`config.mk`:
```
export PLATFORM = sky130hd
export DESIGN_NAME = axis_fir_coef_sched
export DESIGN_NICKNAME = d
export VERILOG_FILES = /design/src/rtl/axis_fir_coef_sched.sv
export SDC_FILE = /design/constraint.sdc
export NUM_CORES = 1
export LEC_CHECK = 0
export ABC_AREA = 1
export BUFFER_PORTS_ARGS = -buffer_cell sky130_fd_sc_hd__clkbuf_2
export CORE_ASPECT_RATIO = 0.75
export CORE_MARGIN = 4
export CORE_UTILIZATION = 45
export CTS_CLUSTER_SIZE = 30
export DETAILED_ROUTE_END_ITERATION = 8
export GPL_TIMING_DRIVEN = 0
export HOLD_SLACK_MARGIN = 0.12
export PLACE_DENSITY = 0.65
export SLEW_MARGIN = 20
export SYNTH_ARGS = -nofsm -noshare
export SYNTH_HDL_FRONTEND = slang
export SYNTH_SLANG_ARGS = --single-unit
```
`constraint.sdc`:
```
create_clock -name aclk -period 2.2 [get_ports aclk]
set_input_delay 0 -clock aclk [delete_from_list [all_inputs] [get_ports aclk]]
set_output_delay 0 -clock aclk [all_outputs]
set_load 0.02 [all_outputs]
```
`src/rtl/axis_fir_coef_sched.sv`:
```
// Strobe generator and double-buffered coefficient bank for the 9-tap FIR.
// New taps reach the active bank in one edge, aligned to a strobe.
module axis_fir_coef_sched #(
    parameter int N_TAPS     = 9,
    parameter int COEF_WIDTH = 16,
    parameter int DIV_WIDTH  = 20
) (
    input  logic                         aclk,
    input  logic                         resetn,
    input  logic [DIV_WIDTH-1:0]         rate_div,
    output logic                         ce_out,
    input  logic                         cfg_we,
    input  logic [3:0]                   cfg_addr,
    input  logic [COEF_WIDTH-1:0]        cfg_wdata,
    input  logic                         cfg_commit,
    output logic                         cfg_busy,
    output logic                         cfg_err,
    output logic                         commit_done,
    output logic [N_TAPS*COEF_WIDTH-1:0] coef_active
);

    typedef enum logic {
        IDLE,
        PENDING
    } state_t;

    state_t state, state_nxt;

    logic [DIV_WIDTH-1:0] cnt;
    logic [N_TAPS-1:0][COEF_WIDTH-1:0] shadow;
    logic [N_TAPS-1:0][COEF_WIDTH-1:0] active;

    logic rate_on;
    logic wrap;
    logic addr_ok;
    logic wr_ok;
    logic copy;

    assign rate_on = |rate_div;
    assign wrap    = cnt >= (rate_div - DIV_WIDTH'(1));
    assign ce_out  = rate_on && wrap;

    assign addr_ok = int'(cfg_addr) < N_TAPS;
    assign wr_ok   = cfg_we && addr_ok && (state == IDLE);

    assign cfg_busy    = (state == PENDING);
    assign coef_active = active;

    always_ff @(posedge aclk or negedge resetn) begin
        if (!resetn) begin
            cnt <= '0;
        end else if (!rate_on || wrap) begin
            cnt <= '0;
        end else begin
            cnt <= cnt + DIV_WIDTH'(1);
        end
    end

    // With the strobe off the copy cannot wait for a strobe, so it goes at once
    always_comb begin
        state_nxt = state;
        copy      = 1'b0;
        unique case (state)
            IDLE: begin
                if (cfg_commit) state_nxt = PENDING;
            end
            PENDING: begin
                if (!rate_on || ce_out) begin
                    copy      = 1'b1;
                    state_nxt = IDLE;
                end
            end
        endcase
    end

    always_ff @(posedge aclk or negedge resetn) begin
        if (!resetn) begin
            state       <= IDLE;
            shadow      <= '0;
            active      <= '0;
            cfg_err     <= 1'b0;
            commit_done <= 1'b0;
        end else begin
            state       <= state_nxt;
            cfg_err     <= cfg_we && !wr_ok;
            commit_done <= copy;
            if (wr_ok) shadow[cfg_addr] <= cfg_wdata;
            if (copy) active <= shadow;
        end
    end

endmodule

```
==> qor.json, run 1 <==
{
  "critPathRequiredTime": {"value": 2.69, "unit": "ns"},
  "grt-ovfl-total": {"value": 0},
  "arrival": {"value": 2.77, "unit": "ns"},
  "synth_top_area_share": {"value": 60.7, "unit": "%"},
  "insertedDiodeCount": {"value": 0},
  "max_freq": {"value": 0.439, "unit": "GHz"},
  "met2_wirelength": {"value": 16700, "unit": "µm"},
  "post-route-min-period": {"value": 2.28, "unit": "ns"},
  "tritoncts.num_buffers": {"value": 30},
  "critical_path.startpoint": {"value": "rate_div[0]"},
  "place.detailed.hpwl": {"value": 24600, "unit": "µm"},
  "async_reset_ff_share": {"value": 100, "unit": "%"},
  "post-layout-total-power": {"value": 0.0124, "unit": "W"},
  "power.share.combinational": {"value": 5.9, "unit": "%"},
  "layout.nets": {"value": 1760},
  "end_kind": {"value": "flip-flop"},
  "power.ir.vdd_worst": {"value": 0.613, "unit": "mV"},
  "worstSetupStartpointType": {"value": "input port"},
  "min-delay-start": {"value": "cfg_wdata[5]"},
  "grt_pass1_vias": {"value": 10190},
  "grt_setup_unrepaired": {"value": "true"},
  "timing.max_slew.rel_slack": {"value": 49.5, "unit": "%"},
  "power.density": {"value": 725, "unit": "mW/mm²"},
  "transition_time_of_the_tightest_slew_check_pin": {"value": 0.757, "unit": "ns"},
  "detail-route-antenna-nets": {"value": 0},
  "synthesis.instances": {"value": 1410},
  "synthDistinctLibCells": {"value": 27},
  "core_area": {"value": 0.0281, "unit": "mm²"},
  "fin_area": {"value": 0.0171, "unit": "mm²"},
  "critPathMaxFanout": {"value": 5},
  "drv.max_cap_violation_count": {"value": 0},
  "yosys_warnings": {"value": 0},
  "wire_length_of_the_first_global_routing_pass": {"value": 57800, "unit": "µm"},
  "final_min_period_over_clock_period": {"value": 103, "unit": "%"},
  "layout_cells_sized_above_1": {"value": 25.9, "unit": "%"},
  "power_report.internal_total": {"value": 0.00965, "unit": "W"},
  "total_count_of_max_transition_violations_in_the_final_report": {"value": 0},
  "initial_core_util": {"value": 45.7, "unit": "%"},
  "clk_path_buf_depth": {"value": 3},
  "vias": {"value": 10703},
  "grt_usage": {"value": 23.2, "unit": "%"},
  "cpMaxStageDelayCell": {"value": "sky130_fd_sc_hd__ha_1"},
  "synth_edf_count": {"value": 0},
  "power.clock.fraction": {"value": 46.0, "unit": "%"},
  "count_of_pins_on_the_block_boundary": {"value": 192},
  "detailedRoute.firstIterationViolations": {"value": 840},
  "count_of_endpoints_failing_setup_in_the_final_report": {"value": 107},
  "dpl_cell_area": {"value": 0.0148, "unit": "mm²"},
  "top_layer_used": {"value": "met4"},
  "grt_max_degree": {"value": 94},
  "hold_ws": {"value": 0.167, "unit": "ns"},
  "yosysTopAreaCell": {"value": "sky130_fd_sc_hd__dfrtp_1"},
  "die-area": {"value": 0.0313, "unit": "mm²"},
  "totalNegativeSetupSlack": {"value": -2.53, "unit": "ns"},
  "number_of_register_bits_inferred_by_synthesis": {"value": 311},
  "final.setup_skew": {"value": 0.0115, "unit": "ns"},
  "port_buffers": {"value": 191},
  "remaining_drc_errors": {"value": 0},
  "viasPerCell": {"value": 5.10},
  "net_count_after_synthesis": {"value": 1476},
  "worst_slack": {"value": -0.0763, "unit": "ns"},
  "routabilityCongestion": {"value": 0.839},
  "clkSinkCount": {"value": 311},
  "die_width": {"value": 203, "unit": "µm"},
  "worstHoldPathType": {"value": "input port to flip-flop"},
  "synth_ff_type": {"value": "sky130_fd_sc_hd__dfrtp_1"},
  "pwr-share-seq": {"value": 48.2, "unit": "%"},
  "setup.worst_path.class": {"value": "input port to flip-flop"},
  "r2r_start": {"value": "cnt[18]"},
  "die-height": {"value": 154, "unit": "µm"},
  "synth_area": {"value": 0.0128, "unit": "mm²"},
  "drt_first_pass_iters": {"value": 5},
  "area.growth.synth_to_final": {"value": 33.6, "unit": "%"},
  "route.final.wire_length": {"value": 37800, "unit": "µm"},
  "met1Wirelength": {"value": 17800, "unit": "µm"},
  "clock_latency": {"value": 0.55, "unit": "ns"},
  "h-tree-depth": {"value": 1},
  "crit_path_max_incr_delay": {"value": 0.26, "unit": "ns"},
  "synth.top_cells.by_area": {"value": "sky130_fd_sc_hd__dfrtp_1 61%, sky130_fd_sc_hd__nand2_1 14%, sky130_fd_sc_hd__nand3_1 5.9%, sky130_fd_sc_hd__o21ai_0 5.0%, sky130_fd_sc_hd__nor2_1 2.3%"},
  "leakagePower": {"value": 8.91, "unit": "nW"},
  "met3RoutedLength": {"value": 2510, "unit": "µm"},
  "p_switching": {"value": 0.00278, "unit": "W"},
  "tritoncts_clock_tree": {"value": "yes"},
  "wire_per_inst": {"value": 18.0, "unit": "µm"},
  "proportion_of_synthesized_chip_area_in_sequential_cells": {"value": 60.7, "unit": "%"},
  "power_switching_share": {"value": 22.4, "unit": "%"},
  "fp-row-count": {"value": 53},
  "final-hold-violation-count": {"value": 0},
  "violations": {"value": "setup timing"},
  "mean_instance_size_in_the_synthesized_netlist": {"value": 9.09, "unit": "µm²"},
  "ctsRootBufferMaster": {"value": "sky130_fd_sc_hd__clkbuf_16"},
  "run_status": {"value": "complete, but fails checks"},
  "antenna_violations_before_repair": {"value": 2},
  "clock_transition_at_the_register_clock_pins_on_the_worst_setup_and_hold_paths_after_cts": {"value": 0.06, "unit": "ns"}
}
metal layers:
metal	track usage [%]	vias up
met5	0	-
met4	5.23	0
met3	4.15	59
met2	34.6	297
met1	35.9	5243
li1	-	5104
final timing paths:
path,cells past startpoint,slack (ns),to
max,26,-0.08,coef_active[135]
min,3,0.17,shadow[5]
max reg2reg,13,-0.05,coef_active[135]
min reg2reg,2,0.47,coef_active[68]
max in group asynchronous,5,0.72,shadow[137]
min in group asynchronous,4,0.60,coef_active[10]
Yosys cell counts (2+ instances only):
master                       n
sky130_fd_sc_hd__clkbuf_1   52
sky130_fd_sc_hd__nor3b_1     2
sky130_fd_sc_hd__nor2_1     78
sky130_fd_sc_hd__xor2_1     16
sky130_fd_sc_hd__or2_2       2
sky130_fd_sc_hd__xnor2_1    12
sky130_fd_sc_hd__ha_1       22
sky130_fd_sc_hd__buf_4      16
sky130_fd_sc_hd__dfrtp_1   311
sky130_fd_sc_hd__a21oi_1    22
sky130_fd_sc_hd__nor4_1      3
sky130_fd_sc_hd__buf_2       2
sky130_fd_sc_hd__a21o_1      2
sky130_fd_sc_hd__nand3_1   152
sky130_fd_sc_hd__o21ai_0   129
sky130_fd_sc_hd__inv_1      64
sky130_fd_sc_hd__nand2_1   492
sky130_fd_sc_hd__nor3_1     12
sky130_fd_sc_hd__nand4_1     8
sky130_fd_sc_hd__buf_6       6
flip-flops by register name, indices dropped and copies added (netlist names):
| signal | flops |
|---|---|
| cnt | 20 |
| coef_active | 144 |
| cfg_err | 1 |
| commit_done | 1 |
| shadow | 144 |
| cfg_busy | 1 |
cell usage in the layout (no fill, tap or decap), drive strengths merged:
cell         count
nand2          494
dfrtp          311
clkbuf         283
nand3          153
o21ai          129
nor2            80
inv             65
buf             58
dlygate4sd3     27
ha              22
a21oi           22
xor2            16
xnor2           12
nor3            12
nand4            8
clkinv           6
bufinv           6
nor4             3
or2              2
a21o             2
nor3b            2
nand3b           1
o31ai            1
final cells by class:
class	count	area [µm²]
fill	2388	10900
sequential	311	7780
multi-input combinational	959	5020
timing repair buffer	253	1870
clock buffer	40	890
buffer	75	594
tap	385	482
inverter	64	265
clock inverter	13	219
metrics by stage:
step                      util, %  std cells  setup WS, ns
after floorplan                 -       1410        -0.154
after global placement       52.3       1986         -5.51
after detailed placement     52.7       1989        -0.941
after CTS                    58.7       2084      -0.00584
after global routing         61.1       2100        -0.251
final                        61.1       2100       -0.0763
worst max-delay path, delay by kind of cell:
kind / cells / cell delay (ns)
xor+xnor: 1 / 0.15
fa+ha+maj: 2 / 0.39
simple gates: 14 / 1.34
buf+inv: 8 / 0.71
compound gates: 1 / 0.15
cell families (layout without fill, tap and decap cells):
logic type	Yosys count	after routing	synth area share, %
flops	311	311	60.7
buf+inv	140	445	4.94
compound gates	154	154	6.07
xor+xnor	28	28	1.91
fa+ha+maj	22	22	2.15
simple gates	755	755	24.2
repair_timing:
| item | in CTS | in global routing |
|---|---|---|
| resized for setup | 38 | 98 |
| gates cloned | 0 | 11 |
| pin swaps | 30 | 27 |
| endpoints found under the setup margin | 167 | 169 |
| hold buffers | 28 | 0 |
| setup buffers | 15 | 5 |
| hold endpoints to repair | 337 | 0 |
power by group through the flow:
stage / Sequential [W] / Clock, W / Combinational [W]
final: 0.00599 / 0.00571 / 0.000728
after global placement: 0.00609 / 0 / 0.000615
after detailed placement: 0.00608 / 0 / 0.000653
after floorplan: 0.00608 / 0 / 0.000302
after global routing: 0.00600 / 0.00606 / 0.000830
after CTS: 0.00598 / 0.00580 / 0.000725
Note: power is estimated with default switching activity, not from simulation.
==> run 2, diff against run 1 <==
Settings changed: BUFFER_PORTS_ARGS -buffer_cell sky130_fd_sc_hd__clkbuf_2 to -buffer_cell sky130_fd_sc_hd__buf_4, REMOVE_ABC_BUFFERS set to 1.
Clock period 2.2 ns to 2.25 ns, I/O delays scaled along.
==> qor.json, run 2 (same netlist as run 1, synthesis figures left out) <==
{
  "r2r_start": {"value": "cnt[13]", "change": "was cnt[18]"},
  "viasPerCell": {"value": 5.33, "change": "was 5.10"},
  "tritoncts_clock_tree": {"value": "yes", "change": "unchanged"},
  "layout_commonest_cell": {"value": "sky130_fd_sc_hd__nand2_1", "change": "unchanged"},
  "die_width": {"value": 203, "unit": "µm", "change": "unchanged"},
  "whs_endpoint": {"value": "cfg_busy", "change": "was shadow[5]"},
  "core_area": {"value": 0.0281, "unit": "mm²", "change": "unchanged"},
  "total_count_of_max_transition_violations_in_the_final_report": {"value": 0, "change": "unchanged"},
  "port_buffers": {"value": 191, "change": "unchanged"},
  "max_freq": {"value": 0.416, "unit": "GHz"},
  "routabilityCongestion": {"value": 0.821, "change": "was 0.839"},
  "globalRoute.busiestLayer": {"value": "met2", "change": "was met1"},
  "die-height": {"value": 154, "unit": "µm", "change": "unchanged"},
  "layout_cells_sized_above_1": {"value": 29.2, "unit": "%", "change": "was 25.9%"},
  "place.detailed.hpwl": {"value": 21100, "unit": "µm", "change": "was 24600 µm"},
  "path_delay_family": {"value": "simple AND/OR/NAND/NOR gates", "change": "unchanged"},
  "leakagePower": {"value": 9.27, "unit": "nW", "change": "was 8.91 nW"},
  "layout.cells.most_common_list": {"value": "374 x sky130_fd_sc_hd__nand2_1, 309 x sky130_fd_sc_hd__dfrtp_1, 203 x sky130_fd_sc_hd__buf_4, 136 x sky130_fd_sc_hd__nand3_1, 129 x sky130_fd_sc_hd__o21ai_0", "change": "was 469 x sky130_fd_sc_hd__nand2_1, 310 x sky130_fd_sc_hd__dfrtp_1, 185 x sky130_fd_sc_hd__clkbuf_2, 129 x sky130_fd_sc_hd__o21ai_0, 78 x sky130_fd_sc_hd__nand3_1"},
  "h-tree-depth": {"value": 1, "change": "unchanged"},
  "clk_path_buf_depth": {"value": 3, "change": "unchanged"},
  "cp_common_cell": {"value": "sky130_fd_sc_hd__nand2_2"},
  "worst_slack": {"value": -0.151, "unit": "ns", "change": "was -0.0763 ns"},
  "setup.worst_path.class": {"value": "input port to primary output", "change": "was input port to flip-flop"},
  "wire_per_inst": {"value": 20.6, "unit": "µm", "change": "was 18.0 µm"},
  "worstSetupStartpointType": {"value": "input port", "change": "unchanged"},
  "drt_first_pass_iters": {"value": 5, "change": "unchanged"},
  "initial_core_util": {"value": 45.7, "unit": "%", "change": "unchanged"},
  "critical_path_buf_inv_count": {"value": 5, "change": "was 8"},
  "grt_max_degree": {"value": 99, "change": "was 94"},
  "tritoncts.num_buffers": {"value": 31, "change": "was 30"},
  "worstHoldPathType": {"value": "input port to flip-flop", "change": "unchanged"},
  "min-delay-start": {"value": "cfg_commit", "change": "was cfg_wdata[5]"},
  "clock_transition_at_the_register_clock_pins_on_the_worst_setup_and_hold_paths_after_cts": {"value": 0.06, "unit": "ns", "change": "about the same"},
  "wire_length_of_the_first_global_routing_pass": {"value": 63200, "unit": "µm", "change": "was 57800 µm"},
  "gr-usage-met3": {"value": 6.20, "unit": "%", "change": "was 4.15%"},
  "dpl.cell_count": {"value": 1923, "change": "was 1989"},
  "power.density": {"value": 671, "unit": "mW/mm²", "change": "was 725 mW/mm²"},
  "violations": {"value": "setup timing", "change": "unchanged"},
  "timing.max_slew.rel_slack": {"value": 61.7, "unit": "%", "change": "was 49.5%"},
  "detailedRoute.firstIterationViolations": {"value": 934, "change": "was 840"},
  "dpl_cell_area": {"value": 0.0147, "unit": "mm²", "change": "was 0.0148 mm²"},
  "timing.reg2reg.setup_slack": {"value": -0.08, "unit": "ns", "change": "was -0.05 ns"},
  "vias": {"value": 11067, "change": "was 10.7k"},
  "count_of_endpoints_failing_setup_in_the_final_report": {"value": 138, "change": "was 107"},
  "fp-row-count": {"value": 53, "change": "unchanged"},
  "cpMaxStageDelayCell": {"value": "sky130_fd_sc_hd__ha_1", "change": "unchanged"},
  "final.setup_skew": {"value": 0.0273, "unit": "ns", "change": "was 0.0115 ns"},
  "global_route.usage.met1": {"value": 38.0, "unit": "%", "change": "was 35.9%"},
  "antenna_violations_before_repair": {"value": 0, "change": "was 2"},
  "run_status": {"value": "complete, but fails checks", "change": "unchanged"},
  "grt_setup_unrepaired": {"value": "true", "change": "unchanged"},
  "end_kind": {"value": "primary output", "change": "was flip-flop"},
  "totalNegativeSetupSlack": {"value": -12.48, "unit": "ns", "change": "was -2.53 ns"},
  "arrival": {"value": 2.40, "unit": "ns", "change": "was 2.77 ns"},
  "worstHoldPathCells": {"value": 4, "change": "was 3"},
  "grt-ovfl-total": {"value": 0, "change": "unchanged"},
  "endpoint_of_the_lowest_slack_register_to_register_path": {"value": "coef_active[103]", "change": "was coef_active[135]"},
  "transition_time_of_the_tightest_slew_check_pin": {"value": 0.573, "unit": "ns", "change": "was 0.757 ns"},
  "post-route-min-period": {"value": 2.40, "unit": "ns"},
  "route.final.wire_length": {"value": 42700, "unit": "µm", "change": "was 37800 µm"},
  "critPathRequiredTime": {"value": 2.25, "unit": "ns", "change": "was 2.69 ns"},
  "layout.nets": {"value": 1733, "change": "was 1760"},
  "globalRouteMet2Util": {"value": 39.2, "unit": "%", "change": "was 34.6%"},
  "critPathMaxFanout": {"value": 3, "change": "was 5"},
  "remaining_drc_errors": {"value": 0, "change": "unchanged"},
  "count_of_pins_on_the_block_boundary": {"value": 192, "change": "unchanged"},
  "insertedDiodeCount": {"value": 0, "change": "unchanged"},
  "grt_pass1_vias": {"value": 10696, "change": "was 10.2k"},
  "detail-route-antenna-nets": {"value": 0, "change": "unchanged"},
  "reg2regPathDepth": {"value": 16, "change": "was 13"},
  "cells_along_the_critical_path": {"value": "buf_8, nor2_4, inv_4, nor3_4, nand2_2, nor2_2, nand4_1, xor2_1, ha_1, nand2_1, nor2_2, nand4_1, nor2_1, nand2_2, buf_6, nand2_2, nand2_1, inv_2, buf_6"},
  "crit_path_max_incr_delay": {"value": 0.31, "unit": "ns", "change": "was 0.26 ns"},
  "post-layout-total-power": {"value": 0.0121, "unit": "W", "change": "was 0.0124 W"},
  "die-area": {"value": 0.0313, "unit": "mm²", "change": "unchanged"},
  "final_instance_count_without_filler_cells": {"value": 2075, "change": "was 2100"},
  "clkSinkCount": {"value": 311, "change": "unchanged"},
  "ctsRootBufferMaster": {"value": "sky130_fd_sc_hd__clkbuf_16", "change": "unchanged"},
  "fin_area": {"value": 0.0181, "unit": "mm²", "change": "was 0.0171 mm²"},
  "area.growth.synth_to_final": {"value": 40.8, "unit": "%", "change": "was 33.6%"},
  "power.ir.vdd_worst": {"value": 0.673, "unit": "mV", "change": "was 0.613 mV"},
  "final_min_period_over_clock_period": {"value": 107, "unit": "%"},
  "grt_usage": {"value": 25.8, "unit": "%", "change": "was 23.2%"},
  "final-hold-violation-count": {"value": 0, "change": "unchanged"},
  "drv.max_cap_violation_count": {"value": 0, "change": "unchanged"},
  "clock_latency": {"value": 0.58, "unit": "ns", "change": "was 0.55 ns"},
  "post-route-util": {"value": 64.4, "unit": "%", "change": "was 61.1%"}
}
## run 2: how the worst max path moves through the flow
stage	start	to	slack, ns	depth (start not counted)
floorplan	rate_div[0]	cfg_busy	-3.17	22
global placement	rate_div[0]	cfg_busy	-6.35	23
detailed placement	rate_div[0]	cfg_busy	-2.32	26
CTS	rate_div[3]	ce_out	-0.12	23
global route	rate_div[8]	coef_active[39]	-0.29	22
finish	rate_div[8]	ce_out	-0.15	19
## run 2: repair_timing
item / CTS / global route
gates resized for setup: 123 / 146
setup endpoints to repair: 282 / 239
gates cloned: 24 / 8
endpoints found under the hold margin: 457 / 0
pin swaps: 28 / 33
hold buffers: 27 / 0
buffers inserted: 30 / 11
## run 2: where the power goes
group	total (W)	internal [W]	switching [W]
clock	0.00556	0.00329	0.00228
sequential	0.00585	0.00573	0.000115
combinational	0.000706	0.000286	0.000420
## run 2: layout make-up
cell class | count | area, µm²
multi-input combinational | 965 | 5270
inverter | 64 | 255
tap | 385 | 482
clock inverter | 14 | 229
sequential | 311 | 7790
timing repair buffer | 294 | 3160
clock buffer | 42 | 867
fill | 2197 | 10000
## run 2: routing by layer
metal,vias up,wire (µm)
li1,5078,-
met1,5476,18500
met2,438,19300
met3,75,3840
met4,0,1090
met5,-,0
## run 2: worst min-delay path, stage by stage
cell and delay [ns]:
sky130_fd_sc_hd__dlygate4sd3_1 0.53, sky130_fd_sc_hd__buf_4 0.10, sky130_fd_sc_hd__nor2_1 0.05, sky130_fd_sc_hd__nor2_4 0.09
## run 2: metrics by stage
stage	worst slack, ns	hold WS, ns
detailed placement	-2.32	-0.0379
global route	-0.287	0.236
global placement	-6.35	0.237
floorplan	-3.17	-0.296
finish	-0.151	0.240
CTS	-0.118	0.217
==> run 3, diff against run 2 <==
Settings changed: CORE_MARGIN 4 to not set.
==> qor.json, run 3 (same netlist as run 1, synthesis figures left out) <==
{
  "dpl.cell_count": {"value": 1922, "change": "was 1923"},
  "worst_slack": {"value": -0.110, "unit": "ns", "change": "was -0.151 ns"},
  "power_switching_share": {"value": 23.4, "unit": "%", "change": "was 23.2%"},
  "reg2regPathDepth": {"value": 14, "change": "was 16"},
  "routabilityCongestion": {"value": 0.825, "change": "was 0.821"},
  "clock_transition_at_the_register_clock_pins_on_the_worst_setup_and_hold_paths_after_cts": {"value": 0.07, "unit": "ns", "change": "was 0.06 ns"},
  "drt_first_pass_iters": {"value": 5, "change": "unchanged"},
  "insertedDiodeCount": {"value": 0, "change": "unchanged"},
  "power.ir.vdd_worst": {"value": 0.581, "unit": "mV", "change": "was 0.673 mV"},
  "layout_cells_sized_above_1": {"value": 28.4, "unit": "%", "change": "was 29.2%"},
  "fp-row-count": {"value": 53, "change": "unchanged"},
  "total_count_of_max_transition_violations_in_the_final_report": {"value": 0, "change": "unchanged"},
  "layout.cells.most_common_list": {"value": "388 x sky130_fd_sc_hd__nand2_1, 308 x sky130_fd_sc_hd__dfrtp_1, 208 x sky130_fd_sc_hd__buf_4, 145 x sky130_fd_sc_hd__nand3_1, 129 x sky130_fd_sc_hd__o21ai_0", "change": "was 374 x sky130_fd_sc_hd__nand2_1, 309 x sky130_fd_sc_hd__dfrtp_1, 203 x sky130_fd_sc_hd__buf_4, 136 x sky130_fd_sc_hd__nand3_1, 129 x sky130_fd_sc_hd__o21ai_0"},
  "endpoint_of_the_lowest_slack_register_to_register_path": {"value": "coef_active[43]", "change": "was coef_active[103]"},
  "path_delay_family": {"value": "simple AND/OR/NAND/NOR gates", "change": "unchanged"},
  "grt_pass1_vias": {"value": 10680, "change": "about the same"},
  "die-height": {"value": 148, "unit": "µm", "change": "was 154 µm"},
  "p_switching": {"value": 0.00276, "unit": "W", "change": "was 0.00281 W"},
  "worstHoldPathType": {"value": "input port to flip-flop", "change": "unchanged"},
  "worstHoldPathCells": {"value": 4, "change": "unchanged"},
  "final.setup_skew": {"value": 0.0303, "unit": "ns", "change": "was 0.0273 ns"},
  "cp_common_cell": {"value": "sky130_fd_sc_hd__nand2_2", "change": "unchanged"},
  "transition_time_of_the_tightest_slew_check_pin": {"value": 0.750, "unit": "ns", "change": "was 0.573 ns"},
  "tritoncts_clock_tree": {"value": "yes", "change": "unchanged"},
  "viasPerCell": {"value": 5.26, "change": "was 5.33"},
  "power.share.combinational": {"value": 5.8, "unit": "%", "change": "about the same"},
  "hold_ws": {"value": 0.244, "unit": "ns", "change": "was 0.240 ns"},
  "grt_max_degree": {"value": 97, "change": "was 99"},
  "power_report.internal_total": {"value": 0.00904, "unit": "W", "change": "was 0.00930 W"},
  "leakagePower": {"value": 9.35, "unit": "nW", "change": "was 9.27 nW"},
  "min-delay-start": {"value": "cfg_commit", "change": "unchanged"},
  "post-route-util": {"value": 64.3, "unit": "%", "change": "was 64.4%"},
  "totalNegativeSetupSlack": {"value": -5.95, "unit": "ns", "change": "was -12.48 ns"},
  "initial_core_util": {"value": 45.8, "unit": "%", "change": "was 45.7%"},
  "count_of_pins_on_the_block_boundary": {"value": 192, "change": "unchanged"},
  "post-route-min-period": {"value": 2.36, "unit": "ns", "change": "was 2.40 ns"},
  "wire_per_inst": {"value": 19.5, "unit": "µm", "change": "was 20.6 µm"},
  "violations": {"value": "setup timing", "change": "unchanged"},
  "layout.nets": {"value": 1743, "change": "was 1733"},
  "worstSetupStartpointType": {"value": "input port", "change": "unchanged"},
  "critPathMaxFanout": {"value": 6, "change": "was 3"},
  "final_instance_count_without_filler_cells": {"value": 2087, "change": "was 2075"},
  "final_min_period_over_clock_period": {"value": 105, "unit": "%", "change": "was 107%"},
  "clk_path_buf_depth": {"value": 3, "change": "unchanged"},
  "vias": {"value": 10975, "change": "was 11.1k"},
  "drv.max_cap_violation_count": {"value": 0, "change": "unchanged"},
  "clock_latency": {"value": 0.57, "unit": "ns", "change": "was 0.58 ns"},
  "cells_along_the_critical_path": {"value": "buf_4, nor2_1, nand2_2, nor2_4, nand2_2, nor2_4, nand4_1, xor2_1, ha_1, nand2_1, nor2_2, nand4_1, nor2_1, nand2_2, nand3_4, buf_12, nand2_8, buf_12, buf_12, buf_12, nand2_2, nand2_2", "change": "was buf_8, nor2_4, inv_4, nor3_4, nand2_2, nor2_2, nand4_1, xor2_1, ha_1, nand2_1, nor2_2, nand4_1, nor2_1, nand2_2, buf_6, nand2_2, nand2_1, inv_2, buf_6"},
  "clkSinkCount": {"value": 311, "change": "unchanged"},
  "r2r_start": {"value": "cnt[17]", "change": "was cnt[13]"},
  "power.clock.fraction": {"value": 44.7, "unit": "%", "change": "was 45.9%"},
  "remaining_drc_errors": {"value": 0, "change": "unchanged"},
  "die-area": {"value": 0.0292, "unit": "mm²", "change": "was 0.0313 mm²"},
  "detailedRoute.firstIterationViolations": {"value": 786, "change": "was 934"},
  "port_buffers": {"value": 191, "change": "unchanged"},
  "crit_path_max_incr_delay": {"value": 0.32, "unit": "ns", "change": "was 0.31 ns"},
  "antenna_violations_before_repair": {"value": 0, "change": "unchanged"},
  "critPathRequiredTime": {"value": 2.71, "unit": "ns", "change": "was 2.25 ns"},
  "die_width": {"value": 197, "unit": "µm", "change": "was 203 µm"},
  "pwr-share-seq": {"value": 49.5, "unit": "%", "change": "was 48.3%"},
  "timing.max_slew.rel_slack": {"value": 49.9, "unit": "%", "change": "was 61.7%"},
  "core_area": {"value": 0.0280, "unit": "mm²", "change": "was 0.0281 mm²"},
  "cpMaxStageDelayCell": {"value": "sky130_fd_sc_hd__ha_1", "change": "unchanged"},
  "run_status": {"value": "complete, but fails checks", "change": "unchanged"},
  "detail-route-antenna-nets": {"value": 0, "change": "unchanged"},
  "grt-ovfl-total": {"value": 0, "change": "unchanged"},
  "grt_setup_unrepaired": {"value": "true", "change": "unchanged"},
  "arrival": {"value": 2.82, "unit": "ns", "change": "was 2.40 ns"},
  "h-tree-depth": {"value": 1, "change": "unchanged"},
  "max_freq": {"value": 0.424, "unit": "GHz", "change": "was 0.416 GHz"},
  "critical_path_buf_inv_count": {"value": 5, "change": "unchanged"},
  "route.final.wire_length": {"value": 40700, "unit": "µm", "change": "was 42700 µm"},
  "grt_usage": {"value": 28.0, "unit": "%", "change": "was 25.8%"},
  "power.density": {"value": 656, "unit": "mW/mm²", "change": "was 671 mW/mm²"},
  "wire_length_of_the_first_global_routing_pass": {"value": 62300, "unit": "µm", "change": "was 63200 µm"},
  "tritoncts.num_buffers": {"value": 31, "change": "unchanged"},
  "setup.worst_path.class": {"value": "input port to flip-flop", "change": "was input port to primary output"},
  "ctsRootBufferMaster": {"value": "sky130_fd_sc_hd__clkbuf_16", "change": "unchanged"},
  "whs_endpoint": {"value": "cfg_busy", "change": "unchanged"},
  "place.detailed.hpwl": {"value": 19900, "unit": "µm", "change": "was 21100 µm"},
  "layout_commonest_cell": {"value": "sky130_fd_sc_hd__nand2_1", "change": "unchanged"},
  "area.growth.synth_to_final": {"value": 40.4, "unit": "%", "change": "was 40.8%"},
  "timing.reg2reg.setup_slack": {"value": -0.05, "unit": "ns", "change": "was -0.08 ns"},
  "end_kind": {"value": "flip-flop", "change": "was primary output"},
  "final-hold-violation-count": {"value": 0, "change": "unchanged"},
  "count_of_endpoints_failing_setup_in_the_final_report": {"value": 94, "change": "was 138"}
}
-- run 3: area by class of cell --
class	count	area, µm²
fillers	2237	9980
repair buffers	307	3420
clock inverters	17	166
inverters	64	253
well taps	385	482
flip-flops and latches	311	7790
multi-input cells	962	5030
clock buffers	41	863
-- run 3: power by group through the flow --
stage               Clock [W]  Combinational (W)  Sequential [W]
floorplan                   0           0.000277         0.00593
global placement            0           0.000560         0.00594
detailed placement          0           0.000602         0.00594
CTS                   0.00534           0.000662         0.00584
global route          0.00558           0.000788         0.00586
finish                0.00527           0.000683         0.00585
-- run 3: worst max path at each step --
stage	startpoint	endpoint	slack [ns]	depth (start not counted)
after floorplan	rate_div[0]	cfg_busy	-3.17	22
after global placement	rate_div[0]	cfg_busy	-6.27	23
after detailed placement	rate_div[0]	coef_active[22]	-1.74	25
after CTS	rate_div[0]	coef_active[70]	-0.19	27
after global routing	rate_div[0]	coef_active[43]	-0.25	25
final	rate_div[2]	coef_active[43]	-0.11	22
-- run 3: layer usage --
layer | GRT usage, % | vias to the layer above | part of all wire, %
met1 | 39.2 | 5433 | 44
met2 | 44.8 | 368 | 47
met3 | 5.22 | 72 | 6.3
met4 | 7.87 | 0 | 2.6
li1 | - | 5102 | -
met5 | 0 | - | 0
-- run 3: tightest hold or removal path, stage by stage --
cell,delay [ns]
sky130_fd_sc_hd__dlygate4sd3_1,0.53
sky130_fd_sc_hd__buf_4,0.10
sky130_fd_sc_hd__nor2_1,0.04
sky130_fd_sc_hd__nor2_2,0.09
-- run 3: per-stage QoR --
step | cell area [µm²] | power, W | setup slack [ns]
floorplan | 12400 | 0.00621 | -3.17
global placement | 14300 | 0.00650 | -6.27
detailed placement | 14700 | 0.00654 | -1.74
CTS | 17700 | 0.0118 | -0.192
global route | 18000 | 0.0122 | -0.255
finish | 18000 | 0.0118 | -0.110
-- run 3: timing repair --
action	4_1_cts	5_1_grt
hold endpoints to repair	391	0
hold buffers	26	0
setup endpoints to repair	280	225
pin swaps	28	27
gates cloned	35	1
buffers inserted	44	14
gates resized for setup	115	128
